<file path="config.mk">
export PLATFORM = sky130hd
export DESIGN_NAME = aes_round_ctrl
export DESIGN_NICKNAME = d
export VERILOG_FILES = /design/src/rtl/aes_pkg.sv /design/src/rtl/aes_round_fn.sv /design/src/rtl/aes_round_ctrl.sv
export SDC_FILE = /design/constraint.sdc
export NUM_CORES = 2
export LEC_CHECK = 0
export ABC_AREA = 0
export BUFFER_PORTS_ARGS = -buffer_cell sky130_fd_sc_hd__clkbuf_2
export CORE_UTILIZATION = 31
export DETAILED_ROUTE_END_ITERATION = 10
export PLACE_DENSITY = 0.56
export SLEW_MARGIN = 20
export SYNTH_ARGS = -nofsm -noshare
export SYNTH_HDL_FRONTEND = slang
export SYNTH_HIERARCHICAL = 1
export SYNTH_SLANG_ARGS = --single-unit
</file>
<file path="constraint.sdc">
create_clock -name clk -period 15.2 [get_ports clk]
set_clock_uncertainty 0.05 [all_clocks]
set_input_delay 0.76 -clock clk [delete_from_list [all_inputs] [get_ports clk]]
set_output_delay 0.76 -clock clk [all_outputs]
set_load 0.1 [all_outputs]
</file>
<file path="src/rtl/aes_pkg.sv">
// Shared AES-128 types, constants and byte helpers for the round controller and datapath.
// Latency: none; this file holds only declarations and pure functions.
// Backpressure: not applicable.
package aes_pkg;

    localparam int AES_W     = 128;
    localparam int NR_AES128 = 10;
    localparam int AES_BYTES = AES_W / 8;

    // Controller FSM encodings
    typedef enum logic [1:0] {
        ST_IDLE  = 2'd0,
        ST_LOAD  = 2'd1,
        ST_ROUND = 2'd2,
        ST_DONE  = 2'd3
    } aes_state_e;

    // Forward S-box, entry 0 in the most significant byte
    localparam logic [0:255][7:0] SBOX = {
        128'h637c777bf26b6fc53001672bfed7ab76,
        128'hca82c97dfa5947f0add4a2af9ca472c0,
        128'hb7fd9326363ff7cc34a5e5f171d83115,
        128'h04c723c31896059a071280e2eb27b275,
        128'h09832c1a1b6e5aa0523bd6b329e32f84,
        128'h53d100ed20fcb15b6acbbe394a4c58cf,
        128'hd0efaafb434d338545f9027f503c9fa8,
        128'h51a3408f929d38f5bcb6da2110fff3d2,
        128'hcd0c13ec5f974417c4a77e3d645d1973,
        128'h60814fdc222a908846eeb814de5e0bdb,
        128'he0323a0a4906245cc2d3ac629195e479,
        128'he7c8376d8dd54ea96c56f4ea657aae08,
        128'hba78252e1ca6b4c6e8dd741f4bbd8b8a,
        128'h703eb5664803f60e613557b986c11d9e,
        128'he1f8981169d98e949b1e87e9ce5528df,
        128'h8ca1890dbfe6426841992d0fb054bb16
    };

    // Byte 0 is the most significant byte; bytes run down the columns
    function automatic logic [7:0] get_byte(input logic [AES_W-1:0] blk, input int idx);
        return blk[AES_W-1-8*idx -: 8];
    endfunction

    // Multiply by x in GF(2^8) modulo x^8+x^4+x^3+x+1
    function automatic logic [7:0] xtime(input logic [7:0] b);
        return {b[6:0], 1'b0} ^ (b[7] ? 8'h1b : 8'h00);
    endfunction

    function automatic logic [7:0] sub_byte(input logic [7:0] b);
        return SBOX[b];
    endfunction

endpackage

</file>
<file path="src/rtl/aes_round_fn.sv">
// One AES round: subBytes -> shiftRows -> mixColumns (skipped on the final round) -> addRoundKey.
// Latency: purely combinational, settles within the round-key handshake cycle.
// Backpressure: none; the caller decides when to register the result.
module aes_round_fn
    import aes_pkg::*;
(
    input  logic [AES_W-1:0] state_in,
    input  logic [AES_W-1:0] rk_data,
    input  logic             final_rnd,
    output logic [AES_W-1:0] state_out
);

    logic [7:0] sb_b [AES_BYTES];
    logic [7:0] sr_b [AES_BYTES];
    logic [7:0] mc_b [AES_BYTES];

    // Byte-wise S-box substitution
    always_comb begin
        for (int i = 0; i < AES_BYTES; i++) begin
            sb_b[i] = sub_byte(get_byte(state_in, i));
        end
    end

    // Row r of the column-major state rotates left by r columns
    always_comb begin
        for (int c = 0; c < 4; c++) begin
            for (int r = 0; r < 4; r++) begin
                sr_b[4*c+r] = sb_b[4*((c+r)%4)+r];
            end
        end
    end

    // Column mix with the fixed {02,03,01,01} circulant matrix
    always_comb begin
        for (int c = 0; c < 4; c++) begin
            mc_b[4*c]   = xtime(sr_b[4*c])   ^ xtime(sr_b[4*c+1]) ^ sr_b[4*c+1]
                        ^ sr_b[4*c+2]        ^ sr_b[4*c+3];
            mc_b[4*c+1] = sr_b[4*c]          ^ xtime(sr_b[4*c+1]) ^ xtime(sr_b[4*c+2])
                        ^ sr_b[4*c+2]        ^ sr_b[4*c+3];
            mc_b[4*c+2] = sr_b[4*c]          ^ sr_b[4*c+1]        ^ xtime(sr_b[4*c+2])
                        ^ xtime(sr_b[4*c+3]) ^ sr_b[4*c+3];
            mc_b[4*c+3] = xtime(sr_b[4*c])   ^ sr_b[4*c]          ^ sr_b[4*c+1]
                        ^ sr_b[4*c+2]        ^ xtime(sr_b[4*c+3]);
        end
    end

    // Final round bypasses mixColumns, then every round adds the key
    always_comb begin
        state_out = '0;
        for (int i = 0; i < AES_BYTES; i++) begin
            state_out[AES_W-1-8*i -: 8] = (final_rnd ? sr_b[i] : mc_b[i]) ^ get_byte(rk_data, i);
        end
    end

endmodule

</file>
<file path="src/rtl/aes_round_ctrl.sv">
// Iterative AES-128 encryptor: takes a block, pulls round keys 0..NR one per handshake, emits ciphertext.
// Latency: out_valid NR+1 cycles after accept, plus one cycle per cycle rk_valid is low while requesting.
// Backpressure: in_ready only in IDLE; ciphertext held stable until out_ready; key stalls just extend a round.
module aes_round_ctrl
    import aes_pkg::*;
#(
    parameter int NR = NR_AES128,
    parameter int RW = 4
) (
    input  logic             clk,
    input  logic             rst,
    input  logic             in_valid,
    output logic             in_ready,
    input  logic [AES_W-1:0] in_data,
    output logic             rk_req,
    output logic [RW-1:0]    rk_idx,
    input  logic             rk_valid,
    input  logic [AES_W-1:0] rk_data,
    output logic             out_valid,
    input  logic             out_ready,
    output logic [AES_W-1:0] out_data,
    output logic             busy
);

    aes_state_e       fsm_q, fsm_d;
    logic [RW-1:0]    rnd_q, rnd_d;
    logic [AES_W-1:0] pt_q,  pt_d;
    logic [AES_W-1:0] st_q,  st_d;
    logic [AES_W-1:0] rnd_out;
    logic             last_rnd;

    // The counter stops at NR, so it never needs to wrap
    assign last_rnd = (rnd_q == RW'(NR));
    assign rk_idx   = rnd_q;

    aes_round_fn u_round_fn (
        .state_in  (st_q),
        .rk_data   (rk_data),
        .final_rnd (last_rnd),
        .state_out (rnd_out)
    );

    // Next-state, datapath updates and handshake outputs
    always_comb begin
        fsm_d     = fsm_q;
        rnd_d     = rnd_q;
        pt_d      = pt_q;
        st_d      = st_q;
        in_ready  = 1'b0;
        rk_req    = 1'b0;
        out_valid = 1'b0;
        out_data  = '0;
        busy      = 1'b1;
        case (fsm_q)
            ST_IDLE: begin
                in_ready = 1'b1;
                busy     = 1'b0;
                if (in_valid) begin
                    pt_d  = in_data;
                    rnd_d = '0;
                    fsm_d = ST_LOAD;
                end
            end
            ST_LOAD: begin
                rk_req = 1'b1;
                if (rk_valid) begin
                    st_d  = pt_q ^ rk_data;
                    rnd_d = RW'(1);
                    fsm_d = ST_ROUND;
                end
            end
            ST_ROUND: begin
                rk_req = 1'b1;
                if (rk_valid) begin
                    st_d = rnd_out;
                    if (last_rnd) begin
                        fsm_d = ST_DONE;
                    end else begin
                        rnd_d = rnd_q + RW'(1);
                    end
                end
            end
            ST_DONE: begin
                out_valid = 1'b1;
                out_data  = st_q;
                if (out_ready) begin
                    rnd_d = '0;
                    fsm_d = ST_IDLE;
                end
            end
            default: begin
                fsm_d = ST_IDLE;
            end
        endcase
    end

    // State registers; reset drops any block in flight
    always_ff @(posedge clk or posedge rst) begin
        if (rst) begin
            fsm_q <= ST_IDLE;
            rnd_q <= '0;
            pt_q  <= '0;
            st_q  <= '0;
        end else begin
            fsm_q <= fsm_d;
            rnd_q <= rnd_d;
            pt_q  <= pt_d;
            st_q  <= st_d;
        end
    end

endmodule

</file>
==> results.cfg <==
[grt]
grt_use_met3_pct = 6.13
grt_pass1_wl_mm = 591
grt_max_degree = 132
gr-max-usage-layer = met2
met2_usage_pct = 46.2
globalRouteMet1Util_pct = 41.2
grt_usage_pct = 30.9
grt_pass1_vias = 81500
grt_overflow = 0
antenna_found_initial = 28

[finish]
final_util_pct = 32.6
drive_above_1_share_pct = 14.7
area_growth_syn_to_layout_pct = 4.19
fillCellCount = 26700
layout.cells.non_filler = 13300
layout.nets = 10500

[floorplanning]
die_w_microns = 501
core_area_sq_um = 247000
die_y_microns = 501
top_level_ports = 397
dieArea_sq_um = 251000
initial_core_util_pct = 31.2
row_count = 182

[timing]
final.setup.tns_ns = 0
period_share_pct = 42.7
setup_viol_count_final = 0
fmaxAchievable_mhz = 154
hold_violations = 0
period_needed_ns = 6.49
setup_ws_ns = 8.71
tightest_slew_ns = 1.20
relSlewSlack_pct = 17.8
slew_violations = 0
rsz0062_at_grt = false

[critical_path]
rr_worst_depth = 15
critical_path_depth = 15
cp_cell_sequence = buf_4 > clkinv_1 > ha_1 > nand2b_1 > nand2_1 > a22oi_1 > mux4_2 > mux4_2 > xor2_1 > xor3_1 > a21oi_1 > xor2_1 > nand2_1 > o21ai_0 > mux2_4
crit_path_top_delay_cell = ha_1
worst_setup_path_end_kind = flop
path_class = reg -> reg
cpLargestDelayFamily = multiplexers
cp-start-kind = flop
cp_max_fo = 40
crit_path_max_incr_delay_ns = 1.12
path_buf_inv = 2
arrival_ns = 6.99
required_ns = 15.70

[detailed_routing]
vias = 90800
drc = 0
wl_mm = 411
final_antenna_net_count = 0
firstDrtPassIters = 11
routedWlPerCell_microns = 30.8
vias_per_cell = 6.81
drt_iter0_drc = 17500

[clocking]
clk_latency_ns = 0.71
clk_pin_slew_ns = 0.07
cts_tree = done
cts-root-buf = clkbuf_16
postCtsHoldBufs = 0
cts_resized = 0
numCtsBuffers = 43
cts.sinks = 262
post_cts_buffers = 0
cts_max_level = 2
clock_path_buffers = 3

[yosys]
synth-edff-count = 0
ys_warn_count = 6
syn-num-nets = 11000
syn_area_sq_um = 77100
synth.avg_cell_area_sq_um = 7.30
synth_ff_type = dfrtp_1
syn_inst = 10600
synth.distinct_cells = 141
yosysSeqAreaShare_pct = 8.51
postSynth.asyncResetShare_pct = 100
ys_ff_latch = 262

[placed_design]
gp_congestion = 1.03
dp_worst_setup_slack_ns = 8.97
dp_cells = 13300
dp_hpwl_mm = 288
portBuffers = 396

[job]
cap_violations = 0

[run_status]
status = finished clean

[worst_hold_path]
min_path_type = in -> async
==> final timing paths <==
path,startpoint,end,slack [ns]
worst max register to register,st_q[49],st_q[70],8.71
min in group clk,in_data[63],pt_q[63],0.22
max in group asynchronous,rst,st_q[26],12.87
worst min register to register,pt_q[115],pt_q[115],0.48
worst max-delay path,st_q[49],st_q[70],8.71
worst min-delay path,rst,pt_q[105],0.08
==> placed cells by master, fill, tap and decap left out, drive strengths merged, types with 90 or more instances in the layout <==
cell      n
o311ai  171
and2    243
or2     123
dfrtp   262
a31oi   207
xor2    180
o21ai   861
mux2i   174
clkbuf  448
buf     210
nor2b   320
o31ai    90
nor2    611
a21oi   717
nand3   283
inv     183
nand2b  393
nand2   883
ha      238
o211ai  188
nor3    317
mux2    305
xnor2   400
a211oi  223
mux4    141
a311oi  188
==> per-layer routing <==
layer  up-vias  share of wire [%]
met5         -             0.0092
met2      7512                 42
met4         8                6.8
met3      1445                 12
li1      38600                  -
met1     43300                 39
==> layout make-up <==
type | count | area, sq um | area share, %
flip-flops and latches | 262 | 6690 | 8.33
diodes | 19 | 47.5 | 0.0592
well taps | 3312 | 4140 | 5.16
multi-input cells | 8872 | 63600 | 79.2
clock inverters | 27 | 339 | 0.422
repair buffers | 606 | 3570 | 4.45
inverters | 198 | 757 | 0.943
clock buffers | 52 | 1160 | 1.44
==> flip-flops by register name, indices dropped and copies added, names as in the netlist <==
signal and count:
pt_q 128, st_q 128, rk_idx 4, fsm_q 2
==> Yosys cell counts, types with 174 or more instances <==
master	instances	area [sq um]
nor2b_1	320	2000
nand3_1	283	1420
mux2i_1	174	1740
o21ai_0	817	4090
ha_1	238	2980
a311oi_1	180	1580
nor3_1	316	1580
a21oi_1	715	3580
dfrtp_1	262	6560
mux2_2	186	2090
buf_2	470	2350
clkbuf_1	500	1880
nor2_1	604	2270
nand2_1	879	3300
a211oi_1	211	1580
o211ai_1	183	1370
and2_1	232	1450
nand2b_1	390	2440
xnor2_1	386	3380
a31oi_1	205	1280
==> cells by family after synthesis <==
logic type	count (synthesis)	share of synthesized area (%)
compound gates	3738	33.9
simple gates	3617	24.1
buf+inv	1416	9.05
xor+xnor	658	9.17
mux	620	11.4
flops	262	8.51
fa+ha+maj	239	3.88
==> per-stage QoR <==
stage	area, sq um	hold WS [ns]
floorplan	77100	0.430
global placement	78700	0.460
detailed placement	78700	0.465
CTS	80200	0.0921
global route	80300	0.126
finish	80300	0.0754
Power is left out: the tool's default activity adds up to more than one toggle a clock period on the data nets, which glitch-free logic cannot reach.
